`src/rtl/rgb565_pixel_assembler_pkg.sv`:
```
// Shared types and geometry helpers for the RGB565 frame load and scan paths.
package rgb565_pixel_assembler_pkg;

    typedef enum logic [1:0] {
        IDLE        = 2'd0,
        WAIT_FIRST  = 2'd1,
        WAIT_SECOND = 2'd2
    } asm_state_e;

    typedef struct packed {
        logic [4:0] r;
        logic [5:0] g;
        logic [4:0] b;
    } rgb565_t;

    // Counter widths never collapse to zero bits, even for a degenerate dimension.
    function automatic int unsigned col_w(input int unsigned pixel_width);
        return (pixel_width > 1) ? $clog2(pixel_width) : 1;
    endfunction

    function automatic int unsigned row_w(input int unsigned pixel_height);
        return (pixel_height > 1) ? $clog2(pixel_height) : 1;
    endfunction

endpackage

```
`src/rtl/rgb565_pixel_assembler_if.sv`:
```
// Byte-in / pixel-write-out bundle between the host receiver, the assembler and the framebuffer.
interface rgb565_pixel_assembler_if
    import rgb565_pixel_assembler_pkg::*;
#(
    parameter int unsigned ADDR_W = 11
);
    logic              frame_start;
    logic [7:0]        data_in;
    logic              data_valid;
    rgb565_t           pixel_data;
    logic [ADDR_W-1:0] pixel_addr;
    logic              pixel_we;
    logic              frame_done;
    logic              byte_error;
    logic              busy;

    modport master (
        output frame_start, data_in, data_valid,
        input  pixel_data, pixel_addr, pixel_we, frame_done, byte_error, busy
    );

    modport slave (
        input  frame_start, data_in, data_valid,
        output pixel_data, pixel_addr, pixel_we, frame_done, byte_error, busy
    );
endinterface

```
`src/rtl/rgb565_pixel_assembler_frame_address_counter.sv`:
```
// Raster-order column/row counter; column wraps into a row increment.
module rgb565_pixel_assembler_frame_address_counter
    import rgb565_pixel_assembler_pkg::*;
#(
    parameter int unsigned PIXEL_WIDTH  = 64,
    parameter int unsigned PIXEL_HEIGHT = 32,
    localparam int unsigned COL_W = col_w(PIXEL_WIDTH),
    localparam int unsigned ROW_W = row_w(PIXEL_HEIGHT)
) (
    input  logic             clk,
    input  logic             reset,
    input  logic             clear,
    input  logic             advance,
    output logic [COL_W-1:0] col,
    output logic [ROW_W-1:0] row,
    output logic             last_pixel_c
);
    logic col_last_c;

    assign col_last_c   = (col == COL_W'(PIXEL_WIDTH - 1));
    assign last_pixel_c = col_last_c && (row == ROW_W'(PIXEL_HEIGHT - 1));

    // clear has priority so a restart on the same cycle as a write lands on address 0
    always_ff @(posedge clk or posedge reset) begin
        if (reset) begin
            col <= '0;
            row <= '0;
        end else if (clear) begin
            col <= '0;
            row <= '0;
        end else if (advance) begin
            if (col_last_c) begin
                col <= '0;
                row <= row + ROW_W'(1);
            end else begin
                col <= col + COL_W'(1);
            end
        end
    end
endmodule

```
`src/rtl/rgb565_pixel_assembler.sv`:
```
// Pairs received bytes into RGB565 pixels and issues raster-ordered framebuffer writes.
module rgb565_pixel_assembler
    import rgb565_pixel_assembler_pkg::*;
#(
    parameter int unsigned PIXEL_WIDTH    = 64,
    parameter int unsigned PIXEL_HEIGHT   = 32,
    parameter bit          MSB_FIRST      = 1'b1,
    parameter int unsigned TIMEOUT_CYCLES = 1024
) (
    input logic                    clk,
    input logic                    reset,
    rgb565_pixel_assembler_if.slave bus
);
    localparam int unsigned COL_W   = col_w(PIXEL_WIDTH);
    localparam int unsigned ROW_W   = row_w(PIXEL_HEIGHT);
    localparam int unsigned ADDR_W  = ROW_W + COL_W;
    localparam int unsigned TIMER_W = $clog2(TIMEOUT_CYCLES) + 1;

    asm_state_e         state_q, state_d;
    logic [7:0]         first_q;
    logic [TIMER_W-1:0] timer_q;
    logic [COL_W-1:0]   col;
    logic [ROW_W-1:0]   row;
    logic               last_pixel_c;
    logic               timer_expired_c;

    logic               cnt_clear, cnt_advance, latch_first, timer_run;
    logic               pixel_we_d, frame_done_d, byte_error_d;
    logic [15:0]        pixel_data_d, pixel_data_q;
    logic [ADDR_W-1:0]  pixel_addr_d, pixel_addr_q;
    logic               pixel_we_q, frame_done_q, byte_error_q, busy_q;

    rgb565_pixel_assembler_frame_address_counter #(
        .PIXEL_WIDTH (PIXEL_WIDTH),
        .PIXEL_HEIGHT(PIXEL_HEIGHT)
    ) u_addr (
        .clk         (clk),
        .reset       (reset),
        .clear       (cnt_clear),
        .advance     (cnt_advance),
        .col         (col),
        .row         (row),
        .last_pixel_c(last_pixel_c)
    );

    assign timer_expired_c = (timer_q == TIMER_W'(TIMEOUT_CYCLES - 1));

    always_ff @(posedge clk or posedge reset) begin
        if (reset) state_q <= IDLE;
        else       state_q <= state_d;
    end

    // Next state: frame_start beats data_valid, a byte beats the timeout
    always_comb begin
        state_d = state_q;
        case (state_q)
            IDLE: begin
                if (bus.frame_start) state_d = WAIT_FIRST;
            end
            WAIT_FIRST: begin
                if (bus.frame_start)     state_d = WAIT_FIRST;
                else if (bus.data_valid) state_d = WAIT_SECOND;
            end
            WAIT_SECOND: begin
                if (bus.frame_start)     state_d = WAIT_FIRST;
                else if (bus.data_valid) state_d = last_pixel_c ? IDLE : WAIT_FIRST;
                else if (timer_expired_c) state_d = WAIT_FIRST;
            end
            default: state_d = IDLE;
        endcase
    end

    // Per-cycle actions and next values of the registered outputs
    always_comb begin
        cnt_clear    = 1'b0;
        cnt_advance  = 1'b0;
        latch_first  = 1'b0;
        timer_run    = 1'b0;
        pixel_we_d   = 1'b0;
        frame_done_d = 1'b0;
        byte_error_d = 1'b0;
        pixel_data_d = pixel_data_q;
        pixel_addr_d = pixel_addr_q;
        case (state_q)
            IDLE: begin
                if (bus.frame_start)     cnt_clear    = 1'b1;
                else if (bus.data_valid) byte_error_d = 1'b1;
            end
            WAIT_FIRST: begin
                if (bus.frame_start)     cnt_clear   = 1'b1;
                else if (bus.data_valid) latch_first = 1'b1;
            end
            WAIT_SECOND: begin
                if (bus.frame_start) begin
                    cnt_clear = 1'b1;
                end else if (bus.data_valid) begin
                    pixel_we_d   = 1'b1;
                    pixel_data_d = MSB_FIRST ? {first_q, bus.data_in} : {bus.data_in, first_q};
                    pixel_addr_d = {row, col};
                    frame_done_d = last_pixel_c;
                    cnt_clear    = last_pixel_c;
                    cnt_advance  = !last_pixel_c;
                end else if (timer_expired_c) begin
                    byte_error_d = 1'b1;
                end else begin
                    timer_run = 1'b1;
                end
            end
            default: ;
        endcase
    end

    always_ff @(posedge clk or posedge reset) begin
        if (reset) begin
            first_q <= '0;
            timer_q <= '0;
        end else begin
            if (latch_first) begin
                first_q <= bus.data_in;
                timer_q <= '0;
            end else if (timer_run && (timer_q != '1)) begin
                timer_q <= timer_q + TIMER_W'(1);
            end
        end
    end

    always_ff @(posedge clk or posedge reset) begin
        if (reset) begin
            pixel_data_q <= '0;
            pixel_addr_q <= '0;
            pixel_we_q   <= 1'b0;
            frame_done_q <= 1'b0;
            byte_error_q <= 1'b0;
            busy_q       <= 1'b0;
        end else begin
            pixel_data_q <= pixel_data_d;
            pixel_addr_q <= pixel_addr_d;
            pixel_we_q   <= pixel_we_d;
            frame_done_q <= frame_done_d;
            byte_error_q <= byte_error_d;
            busy_q       <= (state_d != IDLE);
        end
    end

    assign bus.pixel_data = rgb565_t'(pixel_data_q);
    assign bus.pixel_addr = pixel_addr_q;
    assign bus.pixel_we   = pixel_we_q;
    assign bus.frame_done = frame_done_q;
    assign bus.byte_error = byte_error_q;
    assign bus.busy       = busy_q;
endmodule

```
`src/flat_wrapper.sv`:
```
// flat-port wrapper written by rule: the top's interface ports become plain ports
module rgb565_pixel_assembler_flat import rgb565_pixel_assembler_pkg::*;
#(
    parameter int unsigned PIXEL_WIDTH    = 64,
    parameter int unsigned PIXEL_HEIGHT   = 32,
    parameter bit          MSB_FIRST      = 1'b1,
    parameter int unsigned TIMEOUT_CYCLES = 1024
)
  (clk, reset, bus_frame_start, bus_data_in, bus_data_valid, bus_pixel_data, bus_pixel_addr, bus_pixel_we, bus_frame_done, bus_byte_error, bus_busy);
  rgb565_pixel_assembler_if #(.ADDR_W((11))) bus_i ();
  input logic clk;
  input logic reset;
  input wire logic [$bits(bus_i.frame_start)-1:0] bus_frame_start;
  input wire logic [$bits(bus_i.data_in)-1:0] bus_data_in;
  input wire logic [$bits(bus_i.data_valid)-1:0] bus_data_valid;
  output wire logic [$bits(bus_i.pixel_data)-1:0] bus_pixel_data;
  output wire logic [$bits(bus_i.pixel_addr)-1:0] bus_pixel_addr;
  output wire logic [$bits(bus_i.pixel_we)-1:0] bus_pixel_we;
  output wire logic [$bits(bus_i.frame_done)-1:0] bus_frame_done;
  output wire logic [$bits(bus_i.byte_error)-1:0] bus_byte_error;
  output wire logic [$bits(bus_i.busy)-1:0] bus_busy;
  assign bus_i.frame_start = bus_frame_start;
  assign bus_i.data_in = bus_data_in;
  assign bus_i.data_valid = bus_data_valid;
  assign bus_pixel_data = bus_i.pixel_data;
  assign bus_pixel_addr = bus_i.pixel_addr;
  assign bus_pixel_we = bus_i.pixel_we;
  assign bus_frame_done = bus_i.frame_done;
  assign bus_byte_error = bus_i.byte_error;
  assign bus_busy = bus_i.busy;
  rgb565_pixel_assembler #(.PIXEL_WIDTH(PIXEL_WIDTH), .PIXEL_HEIGHT(PIXEL_HEIGHT), .MSB_FIRST(MSB_FIRST), .TIMEOUT_CYCLES(TIMEOUT_CYCLES)) u_core (.clk(clk), .reset(reset), .bus(bus_i));
endmodule
```
`config.mk`:
```
export PLATFORM = sky130hd
export DESIGN_NAME = rgb565_pixel_assembler_flat
export DESIGN_NICKNAME = d
export VERILOG_FILES = /design/src/rtl/rgb565_pixel_assembler_pkg.sv /design/src/rtl/rgb565_pixel_assembler_if.sv /design/src/rtl/rgb565_pixel_assembler_frame_address_counter.sv /design/src/rtl/rgb565_pixel_assembler.sv /design/src/flat_wrapper.sv
export SDC_FILE = /design/constraint.sdc
export NUM_CORES = 1
export LEC_CHECK = 0
export BUFFER_PORTS_ARGS = -buffer_cell sky130_fd_sc_hd__buf_2
export CAP_MARGIN = 0
export CELL_PAD_IN_SITES_DETAIL_PLACEMENT = 0
export CELL_PAD_IN_SITES_GLOBAL_PLACEMENT = 1
export CORE_AREA = 5 5 102 104
export CTS_BUF_LIST = sky130_fd_sc_hd__clkbuf_4
export DETAILED_ROUTE_END_ITERATION = 8
export DIE_AREA = 0 0 107 109
export PLACE_DENSITY = 0.67
export SYNTH_ARGS = -nofsm -noshare
export SYNTH_HDL_FRONTEND = slang
export SYNTH_SLANG_ARGS = --single-unit
```
`constraint.sdc`:
```
create_clock -name clk -period 2.9 [get_ports clk]
set_clock_uncertainty 0.1 [all_clocks]
set_input_delay 0.145 -clock clk [delete_from_list [all_inputs] [get_ports clk]]
set_output_delay 0.145 -clock clk [all_outputs]
set_load 0.1 [all_outputs]
```
=== Word-level counts from Yosys, hierarchy flattened ===
Cells that the tools add are included.

* Bitwise operators: 1
* Equality and inequality tests: 6
* Muxes and demuxes: 37
* Reduce and logical (&&, ||, !) cells: 11
* Add/subtract/negate cells: 3

{| class="wikitable"
|+ Operators with widths
! cell !! count
|-
| $mux W11 || 2
|-
| $mux W1 || 20
|-
| $mux W6 || 3
|-
| $mux W5 || 3
|-
| $mux W2 || 6
|-
| $add A11 B1 Y11 const B || 1
|-
| $eq A11 B10 Y1 const B || 1
|-
| $ne A11 B11 Y1 const B || 1
|-
| $reduce_bool A2 Y1 || 4
|-
| $add A6 B1 Y6 const B || 1
|-
| $eq A6 B6 Y1 const B || 1
|-
| $pmux W2 S3 || 1
|-
| $add A5 B1 Y5 const B || 1
|-
| $eq A5 B5 Y1 const B || 1
|-
| $pmux W1 S2 || 2
|-
| $reduce_and A3 Y1 || 1
|-
| $eq A2 B1 Y1 const B || 1
|-
| $eq A2 B2 Y1 const B || 1
|-
| $logic_and A1 B1 Y1 || 2
|-
| $logic_not A2 Y1 || 1
|-
| $reduce_and A2 Y1 || 1
|-
| $reduce_or A2 Y1 || 1
|-
| $logic_not A1 Y1 || 1
|-
| $not A1 Y1 || 1
|}

* Output and inout bits: 31
* Bits in registers: 63
* Word-level logic and storage cells: 69
* Bits of input ports: 12

=== Logic depth before layout (Yosys ltp) ===
* Depth after elaboration: 8
* Mapped depth: 8

=== Cells and area by module ===
From an unflattened synthesis, not the netlist that was laid out.

* Cell total of the unflattened synthesis: 223
* Area total of the unflattened synthesis: 2771.4 um^2

{| class="wikitable"
|+ By module, submodules not included
! module !! area each (um^2) !! times used !! cells each
|-
| rgb565_pixel_assembler || 2172.1 || 1 || 163
|-
| rgb565_pixel_assembler_frame_address_counter || 599.3 || 1 || 60
|}

=== Worst setup path after synthesis ===
No wires, ideal clock.

* Path kind: flip-flop to flip-flop
* Start point: register u_core.u_addr.row[0]
* End point: register u_core.u_addr.row[3]
* Required time: 2.722 ns
* Cell stages (with the launch flop): 7
* Library setup time: 0.078 ns
* Arrival: 2.010 ns
* Clock period less this slack: 2.188 ns
* Setup slack: 0.712 ns
* Cells stage by stage: dfrtp_1 ha_1 and3_1 ha_1 or4_4 or3_1 a21oi_1

* Longest elaborated chain between the ends: 8
* Elaborated cells between the ends (all ways): 16
* Those cells by class: 1 x add/sub; 1 x eq/ne; 9 x mux; 5 x reduce/logical

{| class="wikitable"
|+ Ends and longest elaborated chain
! item !! line !! source
|-
| start, declared || rgb565_pixel_assembler_frame_address_counter.sv:15 || <nowiki>output logic [ROW_W-1:0] row,</nowiki>
|-
| start signal, assigned || rgb565_pixel_assembler_frame_address_counter.sv:34 || <nowiki>row <= row + ROW_W'(1);</nowiki>
|-
| $eq A5 B5 Y1 || rgb565_pixel_assembler_frame_address_counter.sv:21 || <nowiki>assign last_pixel_c = col_last_c && (row == ROW_W'(PIXEL_HEIGHT - 1));</nowiki>
|-
| $logic_and A1 B1 Y1 || rgb565_pixel_assembler_frame_address_counter.sv:21 ||
|-
| $logic_not A1 Y1 || rgb565_pixel_assembler.sv:102 || <nowiki>cnt_advance = !last_pixel_c;</nowiki>
|-
| $mux W1 || rgb565_pixel_assembler.sv:96 || <nowiki>end else if (bus.data_valid) begin</nowiki>
|-
| $mux W1 || rgb565_pixel_assembler.sv:94 || <nowiki>if (bus.frame_start) begin</nowiki>
|-
| $mux W1 || rgb565_pixel_assembler.sv:84 || <nowiki>case (state_q)</nowiki>
|-
| $reduce_bool A2 Y1 (no source line) || n/a ||
|-
| $reduce_and A2 Y1 (no source line) || n/a ||
|}

Parallel ways exist; a longest one is shown, timed or not. The select of a mux whose other input is x is not followed.
A chain may end at the register's enable or synchronous reset.

=== Worst setup path after layout ===
Same ends and word-level chain as after synthesis.

==> flow_summary.json <==
{
  "cp.required_ns": 3.13,
  "min-delay-start": "bus_frame_start",
  "min_period_ns": 2.31,
  "dieWidth_um": 107,
  "power.switching_mw": 1.38,
  "syn_inst": 282,
  "synth_cell_types": 37,
  "cp.arrival_ns": 2.54,
  "hold_class": "in -> reg",
  "critPathMaxFanout": 5,
  "finalSetupTns_ns": 0,
  "wl_per_cell_um": 12.8,
  "max-clock-path-buffers": 2,
  "grt_antenna_before_repair": 0,
  "timing.hold.ws_ns": 0.0560,
  "yosys.area_share.simple": 0.259,
  "power.density_mw_per_mm2": 876,
  "grt_pass1_wl_um": 10100,
  "clock-sinks": 63,
  "use_met3": 0.0373,
  "synth_mux_area_frac": 0.0471,
  "place_ws_ns": 0.617,
  "h-tree-depth": 3,
  "leakagePower_nw": 1.72,
  "drive_gt1_frac": 0.224,
  "use_met2": 0.164,
  "dpl.hpwl_um": 4010,
  "p_comb_frac": 0.391,
  "wl_um": 5880,
  "die_y_um": 109,
  "status": "finished clean",
  "synth-seq-cells": 63,
  "rows": 36,
  "start_kind": "flop",
  "drt_iter0_markers": 86,
  "cts_tree": "done",
  "drc": 0,
  "switching_share": 0.466,
  "core_mm2": 0.00946,
  "fin_ws_ns": 0.587,
  "peakVddDrop_v": 0.000701,
  "grt_util_all_layers": 0.109,
  "post-route-period-util": 0.798,
  "internal-power_mw": 1.58,
  "fmax_mhz": 432,
  "nets": 356,
  "die-area_mm2": 0.0117,
  "seq_area_mm2": 0.00158,
  "synth_compound_area_frac": 0.0580,
  "yosysWarnings": 0,
  "fin_util": 0.357,
  "ctsRootBufferMaster": "clkbuf_4",
  "maxSlewViolCount": 0,
  "ys_seq_area_frac": 0.571,
  "maxCapViolations": 0,
  "async_flop_share": 1.00,
  "fin_area_mm2": 0.00338,
  "clk_pin_slew_ns": 0.11,
  "vias": 2102,
  "fillCellCount": 986,
  "synth_adder_area_share": 0.0181,
  "ioPinCount": 43,
  "path_class": "reg -> reg",
  "avgSynthCellArea_um2": 9.79,
  "p_clk_frac": 0.225,
  "timing.final.hold_violations": 0,
  "syn_area_mm2": 0.00276,
  "synth_flop_cell": "dfrtp_1",
  "syn2layout_area_growth_pct": 22.4,
  "rsz0062_at_grt": "false",
  "io_buffers": 42,
  "slew_headroom": 0.531,
  "grt_pass1_vias": 2084,
  "clkLatencyLatePin_ns": 0.39,
  "dr.pass1.iters": 4,
  "grt.overflow.total": 0,
  "gp_congestion": 0.803,
  "synth_xor_area_frac": 0.0222,
  "synth_edf_count": 0,
  "r2r-start": "u_core.u_addr.row[0]",
  "crit_path_end_kind": "flop",
  "post_dp_cell_area_mm2": 0.00313,
  "numCtsBuffers": 9,
  "vias_per_cell": 4.59,
  "seqPwrFrac": 0.384,
  "diodes": 0,
  "max_slew.worst_pin.slew_ns": 0.702,
  "grt_max_degree": 35,
  "synth_top_family_by_area": "simple AND/OR/NAND/NOR gates",
  "gr-usage-met1": 0.148,
  "top_usage_layer": "met2",
  "syn_nets": 298,
  "postRouteAntennaNets": 0,
  "multi_input_area_mm2": 0.00113,
  "floorplan.initialDensity": 0.292,
  "crit_start": "u_core.u_addr.row[0]",
  "setup_viol": 0
}
## power groups by stage
stage / sequential (mW) / combinational [mW] / clock [mW]
floorplan: 1.92 / 0.196 / 0
global placement: 1.15 / 1.16 / 0
detailed placement: 1.15 / 1.16 / 0
CTS: 1.14 / 1.17 / 0.693
global route: 1.16 / 1.21 / 0.730
finish: 1.14 / 1.16 / 0.666
## repair_timing
item	CTS	global route
resized for setup	0	0
hold buffers	10	0
setup buffers	0	0
endpoints found under the hold margin	49	0
## synthesized netlist by cell type, types with 2 or more instances
cell	n	area, um2
nor2b_1	3	18.8
nand2_1	93	349
nand3_1	9	45.0
o31ai_1	2	15.0
buf_2	4	20.0
o21ai_0	8	40.0
nor4_1	4	25.0
nor2_1	13	48.8
and3_1	5	31.3
or3_1	2	12.5
xor2_1	4	35.0
and3b_1	2	17.5
a21oi_1	10	50.1
inv_1	5	18.8
xnor2_1	3	26.3
o211ai_1	2	15.0
mux2i_1	4	40.0
nand4_1	2	12.5
ha_1	4	50.1
clkbuf_1	8	30.0
mux2_2	8	90.1
dfrtp_1	63	1580
a211oi_1	2	15.0
nor3_1	9	45.0
## cell type report
| cell class | count | share of cell area |
|---|---|---|
| tap | 114 | 0.0422 |
| clock buffer | 10 | 0.0222 |
| inverter | 5 | 0.00555 |
| multi-input combinational | 202 | 0.335 |
| sequential | 63 | 0.466 |
| clock inverter | 5 | 0.0218 |
| timing repair buffer | 59 | 0.107 |
## stage by stage
step                      std cells  total power, mW
after floorplan                 282             2.12
after global placement          433             2.30
after detailed placement        433             2.31
after CTS                       458             3.00
after global routing            458             3.10
final                           458             2.96
## cell usage in the layout, fill, tap and decap left out, types with 4 or more instances in the layout
| master | count |
|---|---|
| a21oi_1 | 10 |
| and3_1 | 5 |
| buf_2 | 42 |
| buf_4 | 7 |
| clkbuf_4 | 10 |
| dfrtp_1 | 63 |
| dlygate4sd3_1 | 10 |
| ha_1 | 4 |
| inv_1 | 4 |
| mux2_2 | 8 |
| mux2i_1 | 4 |
| nand2_1 | 93 |
| nand3_1 | 9 |
| nor2_1 | 13 |
| nor3_1 | 9 |
| nor4_1 | 4 |
| o21ai_0 | 8 |
| xor2_1 | 4 |
## logic make-up after synthesis
logic type,after synthesis
simple gates,152
flops,63
compound gates,27
buf+inv,17
mux,12
xor+xnor,7
fa+ha+maj,4
## layer usage
layer	routed length, um	vias up
met5	0	-
met4	42	0
met3	311	4
met2	2580	44
met1	2950	987
li1	-	1067
## final timing paths
check | slack, ns | cells past startpoint | endpoint
max in group asynchronous | 1.70 | 4 | u_core.bus.pixel_data[14]
worst max register to register | 0.59 | 6 | u_core.u_addr.row[3]
worst min-delay path | 0.06 | 3 | u_core.state_q[0]
worst min register to register | 0.37 | 2 | u_core.bus.pixel_data[8]
min in group asynchronous | 0.30 | 3 | u_core.bus.pixel_addr[8]
worst max-delay path | 0.59 | 6 | u_core.u_addr.row[3]
## state kept, by name, summed over array words and instances, names as in the netlist
signal and cells:
u_core.timer_q 11, u_core.bus.pixel_data 16, u_core.state_q 2, u_core.bus.frame_done 1
u_core.u_addr.col 6, u_core.bus.pixel_addr 11, u_core.bus.busy 1, u_core.bus.byte_error 1
u_core.first_q 8, u_core.bus.pixel_we 1, u_core.u_addr.row 5
## worst max-delay path, cell delays in order, from the launching register on
cell	delay (ns)
dfrtp_1	0.44
ha_1	0.22
and3_1	0.19
ha_1	0.22
or4_4	0.58
or3_1	0.36
a21oi_1	0.14
Power figures use the tool's default switching activity.
